==> config.mk <==
export PLATFORM = sky130hd
export DESIGN_NAME = trace_frame_tx
export DESIGN_NICKNAME = d
export VERILOG_FILES = /design/src/rtl/trace_frame_tx.sv
export SDC_FILE = /design/constraint.sdc
export NUM_CORES = 1
export LEC_CHECK = 0
export ABC_AREA = 1
export CAP_MARGIN = 40
export CORE_MARGIN = 3
export CORE_UTILIZATION = 25
export CTS_BUF_LIST = sky130_fd_sc_hd__clkbuf_8
export CTS_CLUSTER_DIAMETER = 60
export DETAILED_ROUTE_END_ITERATION = 7
export SLEW_MARGIN = 20
export SYNTH_ARGS = -nofsm -noshare
export SYNTH_HDL_FRONTEND = slang
export SYNTH_SLANG_ARGS = --single-unit
==> constraint.sdc <==
create_clock -name clk -period 3.65 [get_ports clk]
set_input_delay 0.73 -clock clk [delete_from_list [all_inputs] [get_ports clk]]
set_output_delay 0.73 -clock clk [all_outputs]
set_load 0.01 [all_outputs]
==> src/rtl/trace_frame_tx.sv <==
// Serial trace transmitter. Snapshots the debug state on a trigger and shifts it out as a
// 13-byte frame (header, 11 payload bytes, XOR checksum), 10 bits per byte, idle-high line.
module trace_frame_tx #(
    parameter int         CLKS_PER_BIT = 4,
    parameter logic [7:0] HEADER       = 8'hA5
) (
    input  logic       clk,
    input  logic       reset,
    input  logic       trigger,
    input  logic [7:0] pc,
    input  logic [7:0] ir,
    input  logic [7:0] pm_address,
    input  logic [7:0] from_PS,
    input  logic [7:0] from_ID,
    input  logic [7:0] from_CU,
    input  logic [3:0] o_reg,
    input  logic [3:0] x0,
    input  logic [3:0] x1,
    input  logic [3:0] y0,
    input  logic [3:0] y1,
    input  logic [3:0] r,
    input  logic [3:0] m,
    input  logic [3:0] i,
    input  logic       zero_flag,
    output logic       tx_out,
    output logic       busy,
    output logic       frame_done,
    output logic [7:0] dropped_count
);

    localparam logic [1:0] ST_IDLE  = 2'd0;
    localparam logic [1:0] ST_START = 2'd1;
    localparam logic [1:0] ST_DATA  = 2'd2;
    localparam logic [1:0] ST_STOP  = 2'd3;

    localparam int            CW       = (CLKS_PER_BIT > 1) ? $clog2(CLKS_PER_BIT) : 1;
    localparam logic [CW-1:0] BIT_LAST = CW'(CLKS_PER_BIT - 1);

    logic [1:0]    state_q, state_d;
    logic [CW-1:0] bit_cnt_q, bit_cnt_d;
    logic [2:0]    bit_idx_q, bit_idx_d;
    logic [3:0]    byte_idx_q, byte_idx_d;
    logic [7:0]    snap_q [12];
    logic [7:0]    snap_d [12];
    logic [7:0]    cap    [12];
    logic          tx_q, tx_d;
    logic          busy_q, busy_d;
    logic          done_q, done_d;
    logic [7:0]    drop_q, drop_d;
    logic [7:0]    cur_byte;

    // Payload bytes B1..B11 and checksum B12, stored at index 0..11.
    always_comb begin
        cap[0]  = pc;
        cap[1]  = ir;
        cap[2]  = pm_address;
        cap[3]  = from_PS;
        cap[4]  = from_ID;
        cap[5]  = from_CU;
        cap[6]  = {m, o_reg};
        cap[7]  = {x1, x0};
        cap[8]  = {y1, y0};
        cap[9]  = {i, r};
        cap[10] = {7'b0, zero_flag};
        cap[11] = 8'h00;
        for (int k = 0; k < 11; k++) begin
            cap[11] = cap[11] ^ cap[k];
        end
    end

    always_comb begin
        state_d    = state_q;
        bit_cnt_d  = bit_cnt_q;
        bit_idx_d  = bit_idx_q;
        byte_idx_d = byte_idx_q;
        snap_d     = snap_q;
        done_d     = 1'b0;
        drop_d     = drop_q;
        cur_byte   = HEADER;
        tx_d       = 1'b1;

        if (trigger && (state_q != ST_IDLE) && (drop_q != 8'hFF)) begin
            drop_d = drop_q + 8'd1;
        end

        if (state_q == ST_IDLE) begin
            if (trigger) begin
                snap_d     = cap;
                state_d    = ST_START;
                bit_cnt_d  = '0;
                bit_idx_d  = 3'd0;
                byte_idx_d = 4'd0;
            end
        end else if (bit_cnt_q == BIT_LAST) begin
            bit_cnt_d = '0;
            case (state_q)
                ST_START: begin
                    state_d   = ST_DATA;
                    bit_idx_d = 3'd0;
                end
                ST_DATA: begin
                    if (bit_idx_q == 3'd7) begin
                        state_d = ST_STOP;
                    end else begin
                        bit_idx_d = bit_idx_q + 3'd1;
                    end
                end
                default: begin
                    if (byte_idx_q == 4'd12) begin
                        state_d    = ST_IDLE;
                        byte_idx_d = 4'd0;
                        done_d     = 1'b1;
                    end else begin
                        state_d    = ST_START;
                        byte_idx_d = byte_idx_q + 4'd1;
                    end
                end
            endcase
        end else begin
            bit_cnt_d = bit_cnt_q + CW'(1);
        end

        // Line level is derived from the next state so tx_out stays a plain register.
        if (byte_idx_d != 4'd0) begin
            cur_byte = snap_q[byte_idx_d - 4'd1];
        end
        case (state_d)
            ST_START: tx_d = 1'b0;
            ST_DATA:  tx_d = cur_byte[bit_idx_d];
            default:  tx_d = 1'b1;
        endcase
        busy_d = (state_d != ST_IDLE);
    end

    always_ff @(posedge clk) begin
        if (reset) begin
            state_q    <= ST_IDLE;
            bit_cnt_q  <= '0;
            bit_idx_q  <= 3'd0;
            byte_idx_q <= 4'd0;
            for (int k = 0; k < 12; k++) begin
                snap_q[k] <= 8'h00;
            end
            tx_q       <= 1'b1;
            busy_q     <= 1'b0;
            done_q     <= 1'b0;
            drop_q     <= 8'h00;
        end else begin
            state_q    <= state_d;
            bit_cnt_q  <= bit_cnt_d;
            bit_idx_q  <= bit_idx_d;
            byte_idx_q <= byte_idx_d;
            snap_q     <= snap_d;
            tx_q       <= tx_d;
            busy_q     <= busy_d;
            done_q     <= done_d;
            drop_q     <= drop_d;
        end
    end

    assign tx_out        = tx_q;
    assign busy          = busy_q;
    assign frame_done    = done_q;
    assign dropped_count = drop_q;

endmodule

### Word-level counts from Yosys, hierarchy flattened

Index checks and enable logic that the tools add are counted.

* flip-flop bits (word level): 111
* input bits: 84
* word-level logic and storage cells: 84

* add/subtract/negate cells: 5
* magnitude comparators: 2
* equal/unequal tests: 9
* multiplexer cells: 27
* bitwise operators: 12
* reduce and logical (&&, ||, !) cells: 9

Operators by type and width (count)
* 8-bit XOR: 9
* 8-bit binary-select mux with 4-bit select: 1
* 8-bit 2-to-1 mux: 3
* 4-bit 2-to-1 mux: 5
* 2-bit 2-to-1 mux: 7
* 3-bit 2-to-1 mux: 4
* 8-bit by 1-bit adder with 8-bit output (second input constant): 1
* 8-bit inequality test (second input constant): 1
* 8-bit by 1-bit XOR with 8-bit output: 1
* 2-bit equality test (second input constant): 3
* 3-bit case mux with 2 select lines: 1
* 5-bit greater-or-equal comparator (second input constant): 1
* 4-bit inverter with 5-bit output: 1
* 5-bit OR reduction: 1
* 4-bit by 1-bit adder with 4-bit output (second input constant): 1
* 2-bit by 1-bit equality test with 1-bit output (second input constant): 2
* 4-bit equality test (second input constant): 1
* 3-bit by 4-bit less-than comparator with 1-bit output (second input constant): 1
* 2-bit case mux with 2 select lines: 1
* 2-bit nonzero test: 2
* 4-bit nonzero test: 1
* 4-bit by 1-bit subtractor with 4-bit output (second input constant): 1
* 3-bit by 1-bit adder with 3-bit output (second input constant): 1
* 1-bit binary-select mux with 3-bit select: 1
* 10 further kinds: 13

### Logic depth before layout (Yosys ltp)

Gate-level depths: netlist of run 1.

* depth in word-level cells: 14
* depth in mapped cells: 23
* gate-level depth less buffers: 22

### Least setup slack after synthesis of run 1

OpenSTA, ideal clock, no wires.

* path type: register -> register
* start: register state_q[0]
* end: register tx_q, in the netlist tx_out
* arrival: 2.153 ns
* required time: 3.533 ns
* path slack: 1.381 ns
* stages on the path, launching flop included: 22
* period minus slack after synthesis: 2.269 ns
* cell sequence: dfxtp_1 > inv_1 > ha_1 > inv_1 > nand3_2 > nand3_2 > nand2_2 > inv_4 > nand2_2 > buf_6 > nand2_4 > nand2_1 > nand2_1 > nand2_1 > nand3_1 > nand2_1 > nand3_1 > nand2_1 > a21oi_1 > nand2_1 > nand2_1 > nand2_1

* longest elaborated chain between the ends: 14

RTL lines
* from (decl): line 39 `logic [1:0] state_q, state_d;`
* from (signal assigned): line 149 `state_q <= state_d;`
* 2-bit equality test or 2-bit by 1-bit equality test with 1-bit output (tied branches): line 96 `case (state_q)`
* 2-bit OR reduction (no line)
* 4-bit 2-to-1 mux: line 96
* 4-bit 2-to-1 mux: line 94 `end else if (bit_cnt_q == BIT_LAST) begin`
* 4-bit 2-to-1 mux: line 86 `if (state_q == ST_IDLE) begin`
* 4-bit by 1-bit subtractor with 4-bit output: line 125 `cur_byte = snap_q[byte_idx_d - 4'd1];`
* 4-bit inverter with 5-bit output (implied by the code): line 125
* 8-bit binary-select mux with 4-bit select: line 125
* 8-bit 2-to-1 mux (implied by the code) (2 in series): line 125
* 8-bit 2-to-1 mux: line 124 `if (byte_idx_d != 4'd0) begin`
* 1-bit binary-select mux with 3-bit select: line 129 `ST_DATA: tx_d = cur_byte[bit_idx_d];`
* 1-bit 2-to-1 mux (implied by the code): line 129
* 1-bit case mux with 2 select lines *: line 127 `case (state_d)`
* to (signal assigned): line 154 `tx_q <= tx_d;`
* to (decl): line 46 `logic tx_q, tx_d;`

Mark *: on every way between the ends. The rest lies on a longest branch, timed or not. The select of a mux whose other input is x is not followed.
A chain may end at the register's enable or synchronous reset.

### Worst setup path in the final report of run 1

Ends and elaborated chain as after synthesis.

==> impl_results.md, run 1 <==
* Worst min-delay path category: reg2reg
* Hold endpoint: snap_q[93]
* Setup_tns at 0 ps
* Max IR drop VDD at between 0.00015 and 0.0002 V
* Crit path setup slack, layout at about 760 ps
* ANT nets after route at 0
* DR iter-0 viols at roughly 340
* CTS tree: built
* Relative slew slack at about 64%
* Num CTS Buffers at 9
* Final GP Congestion at 0.8800
* Critical path depth in cells at 18
* Fin crit share at between 70% and 80%
* Fin crit period at about 2900 ps
* Worst setup SP type: flip-flop
* Cells after synthesis at 851
* Cells along the critical path: inv_1 > ha_1 > inv_2 > nand3_2 > nand2_2 > nand2_4 > nand2_2 > nand2_1 > nand2_2 > nor2_2 > a21oi_1 > nand2_1 > nand3_1 > nand2_1 > a21oi_1 > nand2_1 > nand2_1 > nand2_1
* Starting Density at between 20% and 30%
* Final non-filler cell total at 1,244
* Dpl ws at between 400 and 500 ps
* Finished Cell Area at 7305 um^2
* Max Cap Viol at 0
* Rows at 55
* CTS Root Buffer Type: clkbuf_8
* Initial antenna violation count at 0
* Num ports at 95
* FF-to-FF End: tx_out
* Buffers added on ports at between 90 and 100
* Synthesized cell area at 5849 um^2
* Fin nets at between 1,000 and 1,500
* Register area share after synthesis at a little under two fifths
* RSZ-0062 raised after global routing: no
* CP bufs+invs at 2
* Total number of vias at about 5,600
* Post-synth top cells: 172 x nand2_1, 136 x nor2_1, 111 x dfxtp_1
* Share of the synthesized area in the top cell type at between 30 and 40%
* Top cell family by delay on the critical path: simple AND/OR/NAND/NOR gates
* Top FF cell, synth: dfxtp_1
* Register Area at 2222 um^2
* Final Max Slew Viols at 0
* Worst skew pair latency at 390 ps
* Die Ht at approximately 160 um
* CTS HTree Levels at 3
* Crit path DAT at ~3200 ps
* Most common cell in the netlist: nand2_1
* Syn_area_per_cell at 6.874 um^2
* DR DRC count at 0
* Die width at 159.0 um
* Number of antenna diodes at 0
* Clk slew on worst S/H paths at roughly 100 ps
* CP required at between 3000 and 4000 ps
* R2R cell count at 18
* GRT Util Overall at between 10% and 20%
* Initial DRT Pass Iterations at 5
* Share of post-route cells with drive strength above 1 at 5.048%
* Kind of critical path: reg2reg
* Reg-to-Reg Start: state_q[0]
* First-pass GRT wire length at 28,260 um
* Number of global-route vias before repair at between 5,000 and 6,000
* Area leader, netlist: dfxtp_1
* Outcome: complete, no violations
* Wirelength per Cell at 14.40 um
* Worst Skew at roughly 9.1 ps
* Synth-to-Final Area Change at 24.88%
* PD cells at around 370 nW/um^2
* Placed insts at ~1,200
* Number of fill cells at between 2,000 and 3,000
* Maximum clock frequency at 0.3460 GHz
* Yosys warning count at 0
* Max Buffers Root-to-Sink at 2
* Flop-to-flop setup slack at ~760 ps
* Cell mode on critical path: nand2_1
* DIE AREA at approximately 25,000 um^2
* Total setup buffers inserted after CTS at 0
* Slowest cell delay on critical path at around 370 ps
* Final Hold Viols at 0
* GRT overflow at 0
* CTS Hold Buffers Added at 0
* Setup crit end kind: flip-flop
* Netlist cell types at 34
* Post-CTS Resized at 0
* Core area at 22,850 um^2
* Slew @ Worst Pin at 533.8 ps
* Final WL at 17,910 um
* Footprint of the multi-input gates at around 3200 um^2
* Syn Nets at roughly 940
* CP max stage cell: dfxtp_1
* Yosys reg bits at 111
* Post-synth EDFFs at 0
* Fraction of registers with async set/reset at 0%
* Detailed Place HPWL at roughly 14,000 um
* Dpl cell area at a little over 7000 um^2
* Largest net degree at the start of global routing at between 90 and 100
* Vias/cell at around 4.5
* Clk sinks at 111
* Leakage at about 3 nW
* Ranking of synthesized cells by area: dfxtp_1 38%, nand2_1 11%, o21ai_0 9.3%, nor2_1 8.7%, xnor2_1 6.3%
* Count of final setup violators at 0
* HP Start: snap_q[93]
* Hold depth at 2
* Critical-path maximum fanout at 19
## state kept, by name, indices dropped and copies added (netlist names)
name           count
busy               1
tx_out             1
state_q            2
byte_idx_q         4
frame_done         1
bit_idx_q          3
snap_q            89
dropped_count      8
bit_cnt_q          2
## cell type report
cell class	count	area share, %
multi-input combinational	633	43.78
tap	313	5.361
clock buffer	10	1.884
timing repair buffer	104	14.42
inverter	68	3.529
sequential	111	30.42
clock inverter	5	0.5995
## how the worst max path moves through the flow
stage / startpoint / to
2_1_floorplan: state_q[0] / tx_out
3_3_place_gp: trigger / tx_out
3_5_place_dp: trigger / tx_out
4_1_cts: state_q[0] / tx_out
5_1_grt: state_q[0] / tx_out
6_report: state_q[0] / tx_out
## cells by family after synthesis
logic type,synth area share [%]
compound gates,17.39
xor+xnor,9.882
buf+inv,7.465
simple gates,25.56
flops,37.99
fa+ha+maj,1.711
## per-layer routing
metal  GRT usage, %  up-vias  part of all wire [%]
met5              0        -                     0
met3          2.341       16                   4.0
met4          3.542        0                   1.3
li1               -     2894                     -
met1          18.81     2562                    48
met2          23.27      134                    47
## worst reg2reg max path: cells and delay by family (launching register included)
family                     cells  cell delay [ps]
DFF                            1              370
adders and majority gates      1              280
and+or+nand+nor               13             1560
AOI/OAI and AO/OA              2              310
buffers and inverters          2              280
## power breakdown
group / switching, mW / internal [mW] / leakage, nW
clock: 0.440 / 0.270 / 0.0865
sequential: 0.0575 / 1.32 / 0.916
combinational: 0.343 / 0.277 / 1.98
total: 0.841 / 1.86 / 2.98
## layout by cell type (no fill, tap or decap), types with 3 or more instances in the layout
| cell | netlist | final |
|---|---|---|
| dfxtp_1 | 111 | 111 |
| clkdlybuf4s50_1 | 0 | 94 |
| o22ai_1 | 9 | 9 |
| o21ai_0 | 109 | 109 |
| xor2_1 | 24 | 24 |
| xnor2_1 | 42 | 42 |
| a21oi_1 | 57 | 57 |
| clkbuf_8 | 0 | 10 |
| a22oi_1 | 3 | 3 |
| ha_1 | 8 | 8 |
| nand3_1 | 40 | 40 |
| nand3_2 | 3 | 3 |
| nand2_1 | 172 | 171 |
| inv_2 | 5 | 6 |
| nand2_2 | 5 | 5 |
| o21ai_1 | 8 | 8 |
| nand2_4 | 3 | 4 |
| buf_12 | 0 | 3 |
| buf_4 | 1 | 7 |
| nor2_1 | 136 | 136 |
| inv_1 | 61 | 59 |
## per-stage QoR
stage	total power [mW]	hold WS, ps	utilization, %
floorplan	1.760	423.7	-
global placement	2.018	455.6	31.18
detailed placement	2.022	454.0	31.18
CTS	2.723	474.6	31.97
global route	2.860	501.1	31.97
finish	2.704	473.9	31.97
Power figures use the tool's default switching activity.
==> run 2: changes to the inputs <==
Clock period 3.65 ns to 2.95 ns, I/O delays scaled along.
==> run 2 against run 1 <==
Design area is 3.5% higher. Core utilization is 1.1 points higher. Clock power is 52% higher. Sequential cell count stayed put. Register-to-register slack worse by 450 ps. Critical path type unchanged.
==> impl_results.md, run 2 (synthesized netlist as in run 1, its figures left out) <==
* Initial DRT Pass Iterations at 5 (unchanged)
* Worst Skew at 16.94 ps (was 9.089 ps)
* Fin nets at 1,042 (was 1,019)
* PD cells at 470.0 nW/um^2 (was 370.1 nW/um^2)
* Worst setup SP type: flip-flop (unchanged)
* Number of antenna diodes at 0 (unchanged)
* Final Max Slew Viols at 0 (unchanged)
* First-pass GRT wire length at 28,900 um (was 28,260 um)
* Die width at 159.0 um (unchanged)
* RSZ-0062 raised after global routing: no (unchanged)
* Most frequent cells in the layout: 170 x nand2_1, 134 x nor2_1, 111 x dfxtp_1 (was 171 x nand2_1, 136 x nor2_1, 111 x dfxtp_1)
* Clk sinks at 111 (unchanged)
* Clock share of power at 30.4% (was 26.3%)
* Most common cell after layout, fill and taps aside: nand2_1 (unchanged)
* Vias/cell at 4.515 (was 4.506)
* Total number of vias at 5,725 (was 5,606)
* Worst min-delay path category: reg2reg (unchanged)
* Initial antenna violation count at 0 (unchanged)
* Maximum clock frequency at 0.3794 GHz (was 0.3460 GHz)
* Number of global-route vias before repair at 5,551 (was 5,446)
* Count of final setup violators at 0 (unchanged)
* DR iter-0 viols at 408 (was 337)
* Final Hold Viols at 0 (unchanged)
* Power Total at 3.554 mW (was 2.704 mW)
* Critical-path maximum fanout at 22 (was 19)
* GRT Util Overall at 14.23% (was 13.94%)
* Relative slew slack at 64.25% (was 64.41%)
* Crit path setup slack, layout at 314.2 ps (was 760.1 ps)
* Max FFs per register at 89 (unchanged)
* Detailed Place HPWL at 13,930 um (was 13,620 um)
* ANT nets after route at 0 (unchanged)
* Wirelength per Cell at 14.25 um (was 14.40 um)
* Share of post-route cells with drive strength above 1 at 8.063% (was 5.048%)
* Die Ht at 159.0 um (unchanged)
* Buffers added on ports at 94 (unchanged)
* Clk slew on worst S/H paths at 110 ps (was 100 ps)
* Largest net degree at the start of global routing at 64 (was 99)
* Max Buffers Root-to-Sink at 2 (unchanged)
* Max IR drop VDD at 0.0002141 V (was 0.0001523 V)
* Leakage at 3.151 nW (was 2.985 nW)
* Biggest register: snap_q (unchanged)
* CTS Root Buffer Type: clkbuf_8 (unchanged)
* GRT overflow at 0 (unchanged)
* CTS HTree Levels at 3 (unchanged)
* Crit path DAT at 2930 ps (was 3180 ps)
* Final GP Congestion at 0.9508 (was 0.8800)
* Setup_tns at 0 ps (unchanged)
* Final WL at 18,070 um (was 17,910 um)
* Core area at 22,850 um^2 (unchanged)
* Setup crit end kind: flip-flop (unchanged)
* NetSw at 1.060 mW (was 840.6 uW)
* P_int at 2.494 mW (was 1.863 mW)
* CP required at 3250 ps (was 3940 ps)
* DIE AREA at 25,270 um^2 (unchanged)
* Rows at 55 (unchanged)
* Sequential share of power at 47.7% (was 50.8%)
* CTS tree: built (unchanged)
* Slew @ Worst Pin at 536.3 ps (was 533.8 ps)
* Kind of critical path: reg2reg (unchanged)
* Switching Fraction at 29.83% (was 31.09%)
* Outcome: complete, no violations (unchanged)
* Num ports at 95 (unchanged)
* Max Cap Viol at 0 (unchanged)
* Combinational fraction of design power at 21.9% (was 23.0%)
* Number of fill cells at 2,504 (was 2,563)
* Synth-to-Final Area Change at 29.26% (was 24.88%)
* Num CTS Buffers at 9 (unchanged)
* Worst skew pair latency at 400 ps (was 390 ps)
* Fin crit period at 2636 ps (was 2890 ps)
* DR DRC count at 0 (unchanged)
* Starting Density at 25.60% (unchanged)
* Dpl ws at 6.095 ps (was 414.2 ps)
* Fin crit share at 89.35% (was 79.18%)
[run 2: power by group through the flow]
stage | Sequential (mW) | Clock (mW) | Combinational, mW
after floorplan | 1.71 | 0 | 0.473
after global placement | 1.73 | 0 | 0.765
after detailed placement | 1.73 | 0 | 0.769
after CTS | 1.69 | 1.10 | 0.773
after global routing | 1.71 | 1.15 | 0.877
final | 1.70 | 1.08 | 0.778
[run 2: critical path, cell delays in order (launching register included)]
cell     delay [ps]
dfxtp_1         380
inv_1           130
ha_4            280
inv_1            90
nand3_2         130
nand2_2         120
nand2_4          90
nand2_4         100
buf_12          170
inv_2            70
buf_4           170
o22ai_2         160
a21oi_1         130
a21oi_1         130
nand2_1          60
nand3_1          80
nand2_1          60
nand2_1          50
nand2_1          50
nand2_1          50
nand2_1          40
[run 2: timing repair]
| action | in CTS | in global routing |
|---|---|---|
| hold endpoints to repair | 0 | 0 |
| hold buffers | 0 | 0 |
| endpoints found under the setup margin | 0 | 1 |
| setup buffers | 0 | 2 |
| gates resized for setup | 0 | 8 |
[run 2: cell type report]
type                    count  area [um^2]  share of cell area, %
clock inverters             6        97.59                  1.291
inverters                  68        257.7                  3.409
repair buffers            127         1214                  16.05
well taps                 313        391.6                  5.180
flip-flops and latches    111         2222                  29.39
multi-input cells         633         3241                  42.86
clock buffers              10        137.6                  1.820
[run 2: worst paths after layout]
kind / startpoint / to / slack (ps) / cells after the start
worst max-delay path: state_q[0] / tx_out / 310 / 20
worst min-delay path: snap_q[61] / snap_q[61] / 460 / 2
worst max register to register: state_q[0] / tx_out / 310 / 20
worst min register to register: snap_q[61] / snap_q[61] / 460 / 2
[run 2: layer usage]
| layer | vias to the layer above | track usage, % | share of wire (%) |
|---|---|---|---|
| met5 | - | 0 | 0 |
| met4 | 0 | 4.815 | 2.0 |
| met3 | 19 | 1.665 | 3.6 |
| met2 | 131 | 23.46 | 47 |
| met1 | 2641 | 19.40 | 48 |
| li1 | 2934 | - | - |
[run 2: stage by stage]
step           cell area [um^2]  std cells  hold slack (ps)  util [%]
6_report                   7561       1268            461.4     33.09
3_5_place_dp               7268       1250            441.1     31.81
4_1_cts                    7503       1266            458.0     32.84
3_3_place_gp               7268       1250            434.1     31.81
2_1_floorplan              5849        851            423.7         -
5_1_grt                    7561       1268            485.2     33.09
==> run 3: changes to the inputs <==
Clock period 2.95 ns to 2.2 ns, I/O delays scaled along.
==> run 3 against run 2 <==
The flow now finishes with violations (negative setup slack). Count of clock-buffer cells in the layout decreased by 1. Sequential share of layout area decreased by 3.0 points. Sequential power increased by 34%. First-iteration DRC count decreased by 32%. Global-route usage increased by 0.59 points. Critical path depth increased by 1. Hold slack improved by 1.3 ps. Critical path type unchanged. Highest routed layer unchanged.
==> impl_results.md, run 3 (synthesized netlist as in run 1, its figures left out) <==
* Outcome: finished, violations left (was complete, no violations)
* Violated checks: negative setup slack
* CTS HTree Levels at 3 (unchanged)
* Max IR drop VDD at 0.0002856 V (was 0.0002141 V)
* DIE AREA at 25,270 um^2 (unchanged)
* Max FFs per register at 89 (unchanged)
* CTS Hold Buffers Added at 0 (unchanged)
* First-pass GRT wire length at 30,130 um (was 28,900 um)
* Fin crit share at 106.5% (was 89.35%)
* Buffers added on ports at 94 (unchanged)
* ANT nets after route at 0 (unchanged)
* Relative slew slack at 65.24% (was 64.25%)
* Setup_tns at -142.7 ps (was 0 ps)
* GRT Util Overall at 14.82% (was 14.23%)
* Number of fill cells at 2,485 (was 2,504)
* CP required at 2490 ps (was 3250 ps)
* Max Buffers Root-to-Sink at 2 (unchanged)
* Most common cell after layout, fill and taps aside: nand2_1 (unchanged)
* RSZ-0062 raised after global routing: yes (was no)
* DR DRC count at 0 (unchanged)
* Fin crit period at 2343 ps (was 2636 ps)
* Final Max Slew Viols at 0 (unchanged)
* Core area at 22,850 um^2 (unchanged)
* GRT overflow at 0 (unchanged)
* Slew @ Worst Pin at 521.5 ps (was 536.3 ps)
* Starting Density at 25.60% (unchanged)
* Detailed Place HPWL at 15,110 um (was 13,930 um)
* Largest net degree at the start of global routing at 67 (was 64)
* Critical-path maximum fanout at 8 (was 22)
* Kind of critical path: reg2reg (unchanged)
* Initial antenna violation count at 0 (unchanged)
* Biggest register: snap_q (unchanged)
* Number of antenna diodes at 0 (unchanged)
* DR iter-0 viols at 277 (was 408)
* Rows at 55 (unchanged)
* Die width at 159.0 um (unchanged)
* Total number of vias at 5,909 (was 5,725)
* PD cells at 576.4 nW/um^2 (was 470.0 nW/um^2)
* Count of final setup violators at 1 (was 0)
* Die Ht at 159.0 um (unchanged)
* Final WL at 19,040 um (was 18,070 um)
* Worst min-delay path category: reg2reg (unchanged)
* Num CTS Buffers at 9 (unchanged)
* Maximum clock frequency at 0.4269 GHz (was 0.3794 GHz)
* Crit path setup slack, layout at -142.7 ps (was 314.2 ps)
* Number of global-route vias before repair at 5,818 (was 5,551)
* Synth-to-Final Area Change at 44.02% (was 29.26%)
* Worst setup SP type: flip-flop (unchanged)
* CTS Root Buffer Type: clkbuf_8 (unchanged)
* Clk sinks at 111 (unchanged)
* Vias/cell at 4.446 (was 4.515)
* Crit path DAT at 2640 ps (was 2930 ps)
* Worst Skew at 14.41 ps (was 16.94 ps)
* Final Hold Viols at 0 (unchanged)
* Worst skew pair latency at 400 ps (about the same)
* Fin nets at 1,103 (was 1,042)
* Most frequent cells in the layout: 145 x nand2_1, 133 x nor2_1, 108 x dfxtp_1 (was 170 x nand2_1, 134 x nor2_1, 111 x dfxtp_1)
* CTS tree: built (unchanged)
* Post-layout util at 36.87% (was 33.09%)
* Clk slew on worst S/H paths at 110 ps (about the same)
* Max Cap Viol at 0 (unchanged)
* Setup crit end kind: flip-flop (unchanged)
* Wirelength per Cell at 14.32 um (was 14.25 um)
* Initial DRT Pass Iterations at 5 (unchanged)
* Num ports at 95 (unchanged)
* Leakage at 3.506 nW (was 3.151 nW)
* Share of post-route cells with drive strength above 1 at 19.49% (was 8.063%)
* Final GP Congestion at 0.9086 (was 0.9508)
==> run 3: cell type report <==
cell class	instances	area [um^2]	area share, %
inverter	68	272.8	3.238
tap	313	391.6	4.649
multi-input combinational	633	3551	42.15
sequential	111	2226	26.42
timing repair buffer	188	1755	20.84
clock inverter	7	103.9	1.233
clock buffer	9	123.9	1.470
==> run 3: path summary, 6_finish.rpt <==
check	from	endpoint	slack [ps]	cells past startpoint
worst max register to register	state_q[0]	tx_out	-140	21
worst max-delay path	state_q[0]	tx_out	-140	21
worst min-delay path	snap_q[33]	snap_q[33]	460	2
worst min register to register	snap_q[33]	snap_q[33]	460	2
==> run 3: timing repair <==
action / CTS / global route
gates resized for setup: 50 / 59
endpoints found under the setup margin: 1 / 1
setup buffers: 4 / 3
pin swaps: 16 / 43
gates cloned: 0 / 0
==> run 3: metrics by stage <==
step	setup WS [ps]	instance area [um^2]	power, mW	instances	hold slack, ps
floorplan	2.899	5862	2.925	851	423.7
global placement	-552.5	7721	3.440	1306	444.8
detailed placement	-519.8	7721	3.450	1306	450.4
CTS	-125.2	8175	4.872	1326	465.6
global route	-291.5	8424	5.117	1329	491.2
finish	-142.7	8424	4.855	1329	462.7
==> run 3: routing by layer <==
metal  share of wire (%)  GRT usage, %  vias up
met5                   0             0        -
met2                  47         24.74       97
li1                    -             -     3073
met4                 2.3         4.815        0
met3                 2.8         2.341       17
met1                  48         19.68     2722
==> run 3: critical path, cell delays in order (launching register included) <==
cell and delay, ps:
dfxtp_2 350, inv_2 50, ha_4 290, inv_4 40, nand3_4 110, nand2_4 70, nand2_4 90, nand2_8 90
buf_12 160, buf_12 150, nand2_4 50, nand2_2 50, nand2_2 50, nand2_2 50, a21oi_2 120, nand2_1 70
nand3_2 80, nand2_2 50, a21oi_2 120, nand2_1 60, nand2_1 50, nand2_1 50
==> run 3: report_power, final <==
part	internal, mW	switching (mW)
logic	0.557	0.618
registers	2.18	0.0976
clock network	0.655	0.745
total	3.40	1.46
==> RTL edit: new RTL, config.mk and constraints of run 3 <==
`CLKS_PER_BIT`: 4 -> 8.
--- a/src/rtl/trace_frame_tx.sv
+++ b/src/rtl/trace_frame_tx.sv
@@ -2,5 +2,5 @@
 // 13-byte frame (header, 11 payload bytes, XOR checksum), 10 bits per byte, idle-high line.
 module trace_frame_tx #(
-    parameter int         CLKS_PER_BIT = 4,
+    parameter int         CLKS_PER_BIT = 8,
     parameter logic [7:0] HEADER       = 8'hA5
 ) (
Check against the original RTL: not equivalent (Yosys sat finds a counterexample within 10 cycles, from zero or initial values and one cycle with reset high).
==> RTL edit against run 3 <==
The flow still finishes with violations (setup timing). Count of clock-buffer cells in the layout is 1 higher. Synthesized cell count is 1.4% higher. Synthesized area is 2.4% higher. Routed wire length down 1.9%. Sequential cell count up 1. Core utilization shrank 0.59 points. Worst setup slack lost 0.0067 ns. Final area decreased by 0.71%. Clock power decreased by 3%. Power is 3.2% lower. Largest cell class unchanged.
==> RTL edit: results (changes against run 3) <==
Status - complete, but fails checks (unchanged)
Failing checks - setup timing (unchanged)
Global-route wire length before repair - 29600 um (was 30100 um)
Post-Syn Instances - 863 (was 851)
Main flop type after synthesis - dfxtp_1 (unchanged)
Vias in the first global route - 5801 (was 5818)
Overall power - 4.70 mW (was 4.86 mW)
Clock network area share - 2.59% (was 2.70%)
Met2 wire len - 8870 um (was 8980 um)
Pleak - 3.41 nW (was 3.51 nW)
Drt total wl - 18700 um (was 19000 um)
M1 wire length - 8680 um (was 9070 um)
Detailed Place HPWL - 13900 um (was 15100 um)
Reg2reg path depth - 18 (was 21)
Largest delay share family, worst path - simple AND/OR/NAND/NOR gates (unchanged)
Switching share of power - 30.3% (was 30.1%)
Layout filler cell count - 2450 (was 2485)
Worst Skew - 0.0104 ns (was 0.0144 ns)
VDD IR max - 0.285 mV (was 0.286 mV)
Core region area - 23100 sq um (was 22800 sq um)
Reg with most FFs - snap_q (unchanged)
Setup TNS - -0.149 ns (was -0.143 ns)
Largest cells by area after synthesis - dfxtp_1, nand2_1, o21ai_0 (unchanged)
Layout cell share with drive strength beyond 1 - 16.4% (was 19.5%)
Place WS - -0.438 ns (was -0.520 ns)
Grt met2 use - 24.0% (was 24.7%)
Gr usage total - 14.2% (was 14.8%)
Setup ws final - -0.149 ns (was -0.143 ns)
Sequential fraction of the synthesis area - 37.5% (was 38.0%)
Met3 GRT Util - 3.02% (was 2.34%)
Placed insts - 1304 (was 1306)
Synth cell types - 42 (was 34)
Largest net degree at the start of global routing - 50 (was 67)
Number of synthesized register bits - 112 (was 111)
Total number of vias - 5942 (was 5909)
Iter 0 DRT Violations - 333 (was 277)
M1 GR Usage - 18.6% (was 19.7%)
Buffers, non-clock - 177 (was 188)
Met3 wire length - 873 um (was 541 um)
GP Congestion - 0.857 (was 0.909)
Slew @ Worst Pin - 0.481 ns (was 0.521 ns)
#MultiIn Comb - 643 (was 633)
Largest stage delay, worst path - 0.37 ns (was 0.35 ns)
Post-DR vias/cell - 4.46 (was 4.45)
Mapped Nets - 956 (was 943)
Count of final setup violators - 1 (unchanged)
Clock buf count - 10 (was 9)
Xor and xnor area share after synthesis - 9.66% (was 9.88%)
Placed inst area - 7780 sq um (was 7720 sq um)
Post-route cell area - 8360 sq um (was 8420 sq um)
Comb. pwr - 1.05 mW (was 1.18 mW)
Non-clock buffering overhead - 20.4% (was 20.8%)
Worst Path Max Fanout - 6 (was 8)
Compound-Gate Fraction of Synth Area - 17.3% (was 17.4%)
Multi-input logic portion of the cell area - 42.2% (about the same)
Inverter count - 71 (was 68)
R2r startpoint - bit_cnt_q[0]$_SDFFE_PP0P_ (was state_q[0]$_SDFF_PP0_)
-- RTL edit: cell types whose count changed after synthesis, sizes merged, moves of 3 or more --
cell	change
nor2	+12
nor3	+3
o22ai	-8
o21ai	+4
nand2	-10
nand3	-7
a21oi	+5
inv	+3
-- RTL edit: what timing repair did --
action                     CTS  global route
cloned                       1             5
pin swaps                    2             9
gates resized for setup     23            34
setup endpoints to repair    1             1
buffers inserted             2             4
-- RTL edit: worst min-delay path by stage --
stage                                    to  cells past startpoint  slack [ns]
finish              snap_q[82]$_SDFFE_PP0P_                      2        0.46
global route        snap_q[64]$_SDFFE_PP0P_                      2        0.49
CTS                 snap_q[91]$_SDFFE_PP0P_                      2        0.47
detailed placement  snap_q[91]$_SDFFE_PP0P_                      2        0.45
global placement    snap_q[75]$_SDFFE_PP0P_                      2        0.44
floorplan           snap_q[64]$_SDFFE_PP0P_                      2        0.42
